==> config.mk <==
export PLATFORM = sky130hd
export DESIGN_NAME = cursor_input_ctrl
export DESIGN_NICKNAME = d
export VERILOG_FILES = /design/src/rtl/cursor_input_ctrl_pkg.sv /design/src/rtl/cursor_input_ctrl_btn_debounce.sv /design/src/rtl/cursor_input_ctrl.sv
export SDC_FILE = /design/constraint.sdc
export NUM_CORES = 1
export LEC_CHECK = 0
export BUFFER_PORTS_ARGS = -buffer_cell sky130_fd_sc_hd__buf_2
export CORE_UTILIZATION = 61
export DETAILED_ROUTE_END_ITERATION = 8
export GPL_TIMING_DRIVEN = 0
export PLACE_DENSITY = 0.77
export SLEW_MARGIN = 20
export SYNTH_ARGS = -nofsm -noshare
export SYNTH_HDL_FRONTEND = slang
export SYNTH_SLANG_ARGS = --single-unit
==> constraint.sdc <==
create_clock -name clk -period 6.5 [get_ports clk]
set_input_delay 0.65 -clock clk [delete_from_list [all_inputs] [get_ports clk]]
set_output_delay 0.65 -clock clk [all_outputs]
set_load 0.01 [all_outputs]
==> src/rtl/cursor_input_ctrl_pkg.sv <==
// Shared definitions for the cursor input controller: button indices,
// the command encoding understood by board_cover's change_cell input,
// and the modulo-board-size cursor step used for both axes.
package cursor_input_ctrl_pkg;

  // Button slots in the packed button vectors.
  localparam int NUM_BTNS  = 6;
  localparam int BTN_UP    = 0;
  localparam int BTN_DOWN  = 1;
  localparam int BTN_LEFT  = 2;
  localparam int BTN_RIGHT = 3;
  localparam int BTN_FLAG  = 4;
  localparam int BTN_OPEN  = 5;

  // Number of direction buttons (they occupy the low slots).
  localparam int NUM_DIRS  = 4;

  // Command encoding shared with board_cover's change_cell.
  typedef enum logic [1:0] {
    CMD_NONE = 2'b00,
    CMD_OPEN = 2'b01,
    CMD_FLAG = 2'b10
  } cmd_e;

  // One cursor step along an axis of 'size' cells. Opposing requests in the
  // same cycle cancel. Wrapping is modulo the board size, so boards that are
  // not a power of two wrap at the right cell rather than at 2^bits.
  function automatic int unsigned wrap_step(input int unsigned pos,
                                            input int unsigned size,
                                            input logic        inc,
                                            input logic        dec);
    int unsigned nxt;
    nxt = pos;
    if (inc && !dec) begin
      nxt = (pos == size - 32'd1) ? 32'd0 : pos + 32'd1;
    end else if (dec && !inc) begin
      nxt = (pos == 32'd0) ? size - 32'd1 : pos - 32'd1;
    end
    return nxt;
  endfunction

endpackage

==> src/rtl/cursor_input_ctrl_btn_debounce.sv <==
// One push-button front end: two-flop synchroniser, stable-time debounce
// counter and a rising-edge detector on the debounced level. The press pulse
// lasts exactly one cycle; releases produce no pulse.
module btn_debounce
  import cursor_input_ctrl_pkg::*;
#(
  parameter int DEBOUNCE_CYCLES = 4
) (
  input  logic clk,
  input  logic rst_i,
  input  logic raw_i,
  output logic level_o,
  output logic press_o
);

  localparam int CNT_W = (DEBOUNCE_CYCLES > 1) ? $clog2(DEBOUNCE_CYCLES) : 1;
  localparam logic [CNT_W-1:0] CNT_LAST = CNT_W'(DEBOUNCE_CYCLES - 1);

  logic             meta_q;
  logic             sync_q;
  logic             level_q;
  logic             level_d;
  logic             level_prev_q;
  logic [CNT_W-1:0] cnt_q;
  logic [CNT_W-1:0] cnt_d;

  // Count how long the synced level has disagreed with the accepted level.
  // A single-bit level that changes while disagreeing must come back into
  // agreement, so the equality test also covers "synced level changed".
  always_comb begin
    level_d = level_q;
    cnt_d   = cnt_q;
    if (sync_q == level_q) begin
      cnt_d = '0;
    end else if (cnt_q == CNT_LAST) begin
      level_d = sync_q;
      cnt_d   = '0;
    end else begin
      cnt_d = cnt_q + CNT_W'(1);
    end
  end

  // Synchroniser, debounce state and edge-detect history.
  always_ff @(posedge clk or posedge rst_i) begin
    if (rst_i) begin
      meta_q       <= 1'b0;
      sync_q       <= 1'b0;
      cnt_q        <= '0;
      level_q      <= 1'b0;
      level_prev_q <= 1'b0;
    end else begin
      meta_q       <= raw_i;
      sync_q       <= meta_q;
      cnt_q        <= cnt_d;
      level_q      <= level_d;
      level_prev_q <= level_q;
    end
  end

  assign level_o = level_q;
  assign press_o = level_q & ~level_prev_q;

endmodule

==> src/rtl/cursor_input_ctrl.sv <==
// Cursor input controller: debounces six raw buttons, moves a wrapping cursor
// and issues one-cycle flag/open pulses. After every command pulse the cursor
// and further commands are frozen for HOLD_CYCLES so the command lands on the
// cell that was selected when it was issued.
// Optional build macro: CURSOR_AUTOREPEAT_EN enables auto-repeat of held
// direction buttons (REPEAT_DELAY, then every REPEAT_PERIOD cycles).
module cursor_input_ctrl
  import cursor_input_ctrl_pkg::*;
#(
  parameter int x_size          = 16,
  parameter int y_size          = 16,
  parameter int x_coord_bits    = 4,
  parameter int y_coord_bits    = 4,
  parameter int DEBOUNCE_CYCLES = 500000,
  parameter int HOLD_CYCLES     = 256,
  parameter int REPEAT_DELAY    = 25000000,
  parameter int REPEAT_PERIOD   = 5000000
) (
  input  logic                    clk,
  input  logic                    reset,
  input  logic                    btn_up,
  input  logic                    btn_down,
  input  logic                    btn_left,
  input  logic                    btn_right,
  input  logic                    btn_flag,
  input  logic                    btn_open,
  input  logic                    lock,
  output logic [x_coord_bits-1:0] x_coord,
  output logic [y_coord_bits-1:0] y_coord,
  output logic                    flag,
  output logic                    open,
  output logic                    busy
);

  localparam int HOLD_W = $clog2(HOLD_CYCLES + 1);

  logic [NUM_BTNS-1:0]     btn_raw;
  logic [NUM_BTNS-1:0]     btn_level;
  logic [NUM_BTNS-1:0]     btn_press;
  logic [NUM_DIRS-1:0]     move_ev;

  logic [x_coord_bits-1:0] x_q, x_d;
  logic [y_coord_bits-1:0] y_q, y_d;
  logic [HOLD_W-1:0]       hold_q, hold_d;
  logic                    flag_q, open_q, busy_q;
  logic                    accept;
  logic                    move_ok;
  cmd_e                    cmd;

  assign btn_raw = {btn_open, btn_flag, btn_right, btn_left, btn_down, btn_up};

  genvar gi;
  generate
    for (gi = 0; gi < NUM_BTNS; gi++) begin : g_btn
      btn_debounce #(
        .DEBOUNCE_CYCLES(DEBOUNCE_CYCLES)
      ) u_debounce (
        .clk    (clk),
        .rst_i  (reset),
        .raw_i  (btn_raw[gi]),
        .level_o(btn_level[gi]),
        .press_o(btn_press[gi])
      );
    end
  endgenerate

`ifdef CURSOR_AUTOREPEAT_EN
  logic [NUM_DIRS-1:0] rep_fire;

  generate
    for (gi = 0; gi < NUM_DIRS; gi++) begin : g_repeat
      logic [31:0] rep_cnt_q;
      logic        rep_armed_q;

      // First repeat after REPEAT_DELAY cycles of hold, then one per period.
      assign rep_fire[gi] = btn_level[gi] & ~btn_press[gi] &
                            (rep_armed_q ? (rep_cnt_q == 32'(REPEAT_PERIOD - 1))
                                         : (rep_cnt_q == 32'(REPEAT_DELAY - 1)));

      // Hold timer restarts on each press and is idle while released.
      always_ff @(posedge clk or posedge reset) begin
        if (reset) begin
          rep_cnt_q   <= '0;
          rep_armed_q <= 1'b0;
        end else if (!btn_level[gi] || btn_press[gi]) begin
          rep_cnt_q   <= '0;
          rep_armed_q <= 1'b0;
        end else if (rep_fire[gi]) begin
          rep_cnt_q   <= '0;
          rep_armed_q <= 1'b1;
        end else begin
          rep_cnt_q   <= rep_cnt_q + 32'd1;
        end
      end
    end
  endgenerate

  assign move_ev = btn_press[NUM_DIRS-1:0] | rep_fire;

  // Command buttons never repeat, so their levels have no consumer.
  logic unused_cmd_level;
  assign unused_cmd_level = ^btn_level[NUM_BTNS-1:NUM_DIRS];
`else
  assign move_ev = btn_press[NUM_DIRS-1:0];

  // Without auto-repeat the debounced levels and repeat timing are not needed.
  logic unused_cfg;
  assign unused_cfg = ^{btn_level, 32'(REPEAT_DELAY), 32'(REPEAT_PERIOD)};
`endif

  // Arbitrate commands, gate moves and compute the next cursor/hold-off state.
  always_comb begin
    accept = (hold_q == '0);
    cmd    = CMD_NONE;
    if (accept && !lock) begin
      if (btn_press[BTN_FLAG]) begin
        cmd = CMD_FLAG;
      end else if (btn_press[BTN_OPEN]) begin
        cmd = CMD_OPEN;
      end
    end

    // A move that coincides with an accepted command is dropped so the
    // command acts on the pre-move cell.
    move_ok = accept && (cmd == CMD_NONE);

    x_d = x_q;
    y_d = y_q;
    if (move_ok) begin
      x_d = x_coord_bits'(wrap_step(32'(x_q), x_size,
                                    move_ev[BTN_RIGHT], move_ev[BTN_LEFT]));
      y_d = y_coord_bits'(wrap_step(32'(y_q), y_size,
                                    move_ev[BTN_DOWN], move_ev[BTN_UP]));
    end

    if (cmd != CMD_NONE) begin
      hold_d = HOLD_W'(HOLD_CYCLES);
    end else if (hold_q != '0) begin
      hold_d = hold_q - HOLD_W'(1);
    end else begin
      hold_d = hold_q;
    end
  end

  // Registered cursor, command pulses, hold-off counter and busy flag.
  always_ff @(posedge clk or posedge reset) begin
    if (reset) begin
      x_q    <= '0;
      y_q    <= '0;
      hold_q <= '0;
      flag_q <= 1'b0;
      open_q <= 1'b0;
      busy_q <= 1'b0;
    end else begin
      x_q    <= x_d;
      y_q    <= y_d;
      hold_q <= hold_d;
      flag_q <= (cmd == CMD_FLAG);
      open_q <= (cmd == CMD_OPEN);
      busy_q <= (hold_d != '0);
    end
  end

  assign x_coord = x_q;
  assign y_coord = y_q;
  assign flag    = flag_q;
  assign open    = open_q;
  assign busy    = busy_q;

endmodule

==> results_dict.tcl <==
set metrics [dict create \
    power.density_nw_per_um2 262 \
    io_buffers 19 \
    syn_nets 811 \
    yosysWarnings 0 \
    synth_seq_area_share_pct 50.3 \
    finalWirelength_um 15000 \
    pin_count 20 \
    ys_ff_latch 158 \
    gp_congestion 0.873 \
    end_kind "register" \
    fmax_mhz 395 \
    die_x_um 116 \
    grt.overflow.total 0 \
    worst_ep_required_time_ns 6.76 \
    pwr-share-comb_pct 9.1 \
    grt_usage_pct 24.6 \
    vias 5910 \
    drv_slew 0 \
    switching_power_w 0.000549 \
    relSlewSlack_pct 53.6 \
    reg2reg_depth 6 \
    ant_nets 0 \
    synth_ff_type "dfrtp_1" \
    timing.final.crit_share_pct 38.9 \
    nets 850 \
    h-tree-depth 4 \
    root_buffer "clkbuf_16" \
    outcome "complete, no violations" \
    syn-mean-instance-area_um2 9.99 \
    intPower_w 0.00176 \
    drtIter0Drc 438 \
    r2r_start "hold_q[0]" \
    syn_inst 787 \
    drc_errors 0 \
    skew_ns 0.00887 \
    insertion_delay_ns 0.43 \
    synth_edf_count 0 \
    synth.cell_area_um2 7870 \
    critPathLaunchType "register" \
    cp_slowest_cell "a2111oi_0" \
    clk_pin_slew_ns 0.06 \
    pwr-share-seq_pct 45.9 \
    cp_cell_sequence "inv_1 -> ha_1 -> nor4b_2 -> nand2_1 -> a2111oi_0 -> o2111ai_1" \
    hpwl_um 10100 \
    cap_violations 0 \
    start_util_pct 62.3 \
    setup_viol 0 \
    antenna_found_initial 0 \
    utilization_pct 70.0 \
    crit_type "reg -> reg" \
    peakVddDrop_mv 0.192 \
    cts_tree "yes" \
    vias_per_cell 5.85 \
    cpPeakStageDelay_ns 0.69 \
    diodes 0 \
    worst_hold_path_type "in -> async" \
    post-cts-setup-buffer-count 0 \
    cts.sink_count 158 \
    cts_resized 0 \
    die_h_um 116 \
    arrival_ns 2.79 \
    power.share.clock_pct 45.0 \
    synth.distinct_cells 58 \
    cts_buffers 17 \
    core-area_um2 12600 \
    cellLeakagePower_nw 3.55 \
    drive_gt1_share_pct 11.3 \
    syn_to_final_growth_pct 12.3 \
    reg2reg_to "busy" \
    grt_pass1_wl_um 25700 \
    finalCriticalPeriod_ns 2.53 \
    holdBufCountCts 0 \
    clockBufferDepth 2 \
    wl_per_cell_um 14.9 \
    rsz0062_at_grt "false" \
    dieArea_um2 13400 \
    placed_area_um2 8210 \
    grt_max_degree 100 \
    finalHoldViolCount 0 \
    r2r_slack_ns 3.97 \
    crit_fanout 10 \
    swShare_pct 23.7 \
    fin_area_um2 8840 \
    async_reset_ff_share_pct 100 \
    finalSetupTns_ns 0 \
    worstMarginPinSlew_ns 0.696 \
    firstDrtPassIters 4 \
    grt_pass1_vias 5813 \
    rows 41 \
]
-- critical path: cells and delay by family (launching register included) --
family	cells	cell delay, ns
flops	1	0.40
simple gates	2	0.75
fa+ha+maj	1	0.23
buf+inv	1	0.10
compound gates	2	0.88
-- stage by stage --
| step | setup slack, ns | hold WS, ns | std cells | total power (W) |
|---|---|---|---|---|
| CTS | 4.07 | 0.244 | 1011 | 0.00234 |
| detailed placement | 4.09 | 0.336 | 979 | 0.00129 |
| global route | 3.93 | 0.271 | 1011 | 0.00241 |
| floorplan | 1.59 | 0.331 | 787 | 0.00124 |
| global placement | 0.0786 | 0.333 | 978 | 0.00128 |
| finish | 3.97 | 0.244 | 1011 | 0.00231 |
-- routing by layer --
layer	share of wire [%]	up-vias	global-route usage (%)
met1	46	2881	31.2
met3	3.3	19	6.12
met5	0	-	0
li1	-	2896	-
met2	50	114	41.0
met4	1.5	0	8.83
-- cell usage in the layout (no fill, tap or decap), types with 5 or more instances in the layout --
cell type,Yosys,routed
a21oi_1,34,34
and2_1,9,9
and4_1,9,9
buf_2,4,23
clkbuf_1,12,15
clkbuf_16,0,17
dfrtp_1,158,158
ha_1,15,15
inv_1,31,30
mux2_2,5,5
nand2_1,44,44
nand2b_1,5,5
nand3_1,45,45
nand4_1,28,28
nor2_1,98,98
nor2_2,10,10
nor3_1,18,18
nor4_1,27,27
nor4b_1,5,5
o21ai_0,21,21
o31ai_1,14,14
o41ai_1,5,5
or2_2,8,8
or3_1,22,22
or4_1,14,14
xnor2_1,54,54
xor2_1,32,32
-- worst max path at each step --
stage	cells past startpoint	startpoint	endpoint	slack, ns
after CTS	6	hold_q[0]	busy	4.07
after floorplan	1	reset	busy	1.59
after global placement	2	reset	g_btn[5].u_debounce.cnt_q[11]	0.08
after global routing	6	hold_q[0]	busy	3.93
final	6	hold_q[0]	busy	3.97
after detailed placement	6	hold_q[0]	busy	4.09
-- power groups by stage --
stage	Clock (W)	Combinational, W	Sequential, W
6_report	0.00104	0.000210	0.00106
5_1_grt	0.00110	0.000240	0.00107
4_1_cts	0.00106	0.000210	0.00106
3_5_place_dp	0	0.000208	0.00108
3_3_place_gp	0	0.000199	0.00108
2_1_floorplan	0	0.000164	0.00107
-- cell families after synthesis --
family                   Yosys count  share of synthesized area (%)
multiplexers                       9                           1.24
AND/OR/NAND/NOR                  364                           25.0
AO/OA/AOI/OAI                    106                           8.96
buffers and inverters             49                           2.59
flip-flops                       158                           50.3
adder cells (fa/ha/maj)           15                           2.39
XOR/XNOR                          86                           9.58
-- synthesized netlist by cell type (2+ instances only) --
cell type	number	area [µm²]
o21ai_4	2	32.5
nor2b_1	3	18.8
a41oi_1	2	17.5
and4_1	9	78.8
nor2_2	10	62.6
mux2i_1	3	30.0
a2111oi_0	2	17.5
xor2_1	32	280
nand4_1	28	175
o21ai_0	21	105
or4_1	14	105
ha_1	15	188
o21bai_1	3	22.5
buf_2	4	20.0
nor3_1	18	90.1
or2_2	8	50.1
a21o_1	3	22.5
clkbuf_1	12	45.0
inv_1	31	116
or3_1	22	138
a21oi_1	34	170
o31ai_2	2	25.0
nand2b_1	5	31.3
or4b_2	4	40.0
o41ai_1	5	43.8
and3_1	3	18.8
nand2_1	44	165
nand3_1	45	225
o21a_1	4	30.0
nor4_1	27	169
nor4b_1	5	43.8
mux2_2	5	56.3
xnor2_1	54	473
nor2_1	98	368
dfrtp_1	158	3950
or4_4	2	22.5
o21ai_2	2	17.5
or4b_1	4	40.0
and2_1	9	56.3
a31oi_1	3	18.8
a21boi_0	2	15.0
o31ai_1	14	105
-- registers in the layout, indices dropped and copies added (netlist names) --
signal / flops
g_btn.u_debounce.meta_q: 6
g_btn.u_debounce.level_prev_q: 6
flag: 1
g_btn.u_debounce.level_o: 6
g_btn.u_debounce.sync_q: 6
busy: 1
open: 1
y_coord: 4
x_coord: 4
hold_q: 9
g_btn.u_debounce.cnt_q: 114
-- final cells by class --
| type | count | area, µm² |
|---|---|---|
| sequential | 158 | 3950 |
| clock inverter | 10 | 161 |
| buffer | 18 | 87.6 |
| multi-input combinational | 580 | 3710 |
| tap | 172 | 215 |
| inverter | 31 | 124 |
| fill | 989 | 3780 |
| timing repair buffer | 20 | 123 |
| clock buffer | 22 | 464 |
No activity file was read; power rests on OpenSTA's default activity.
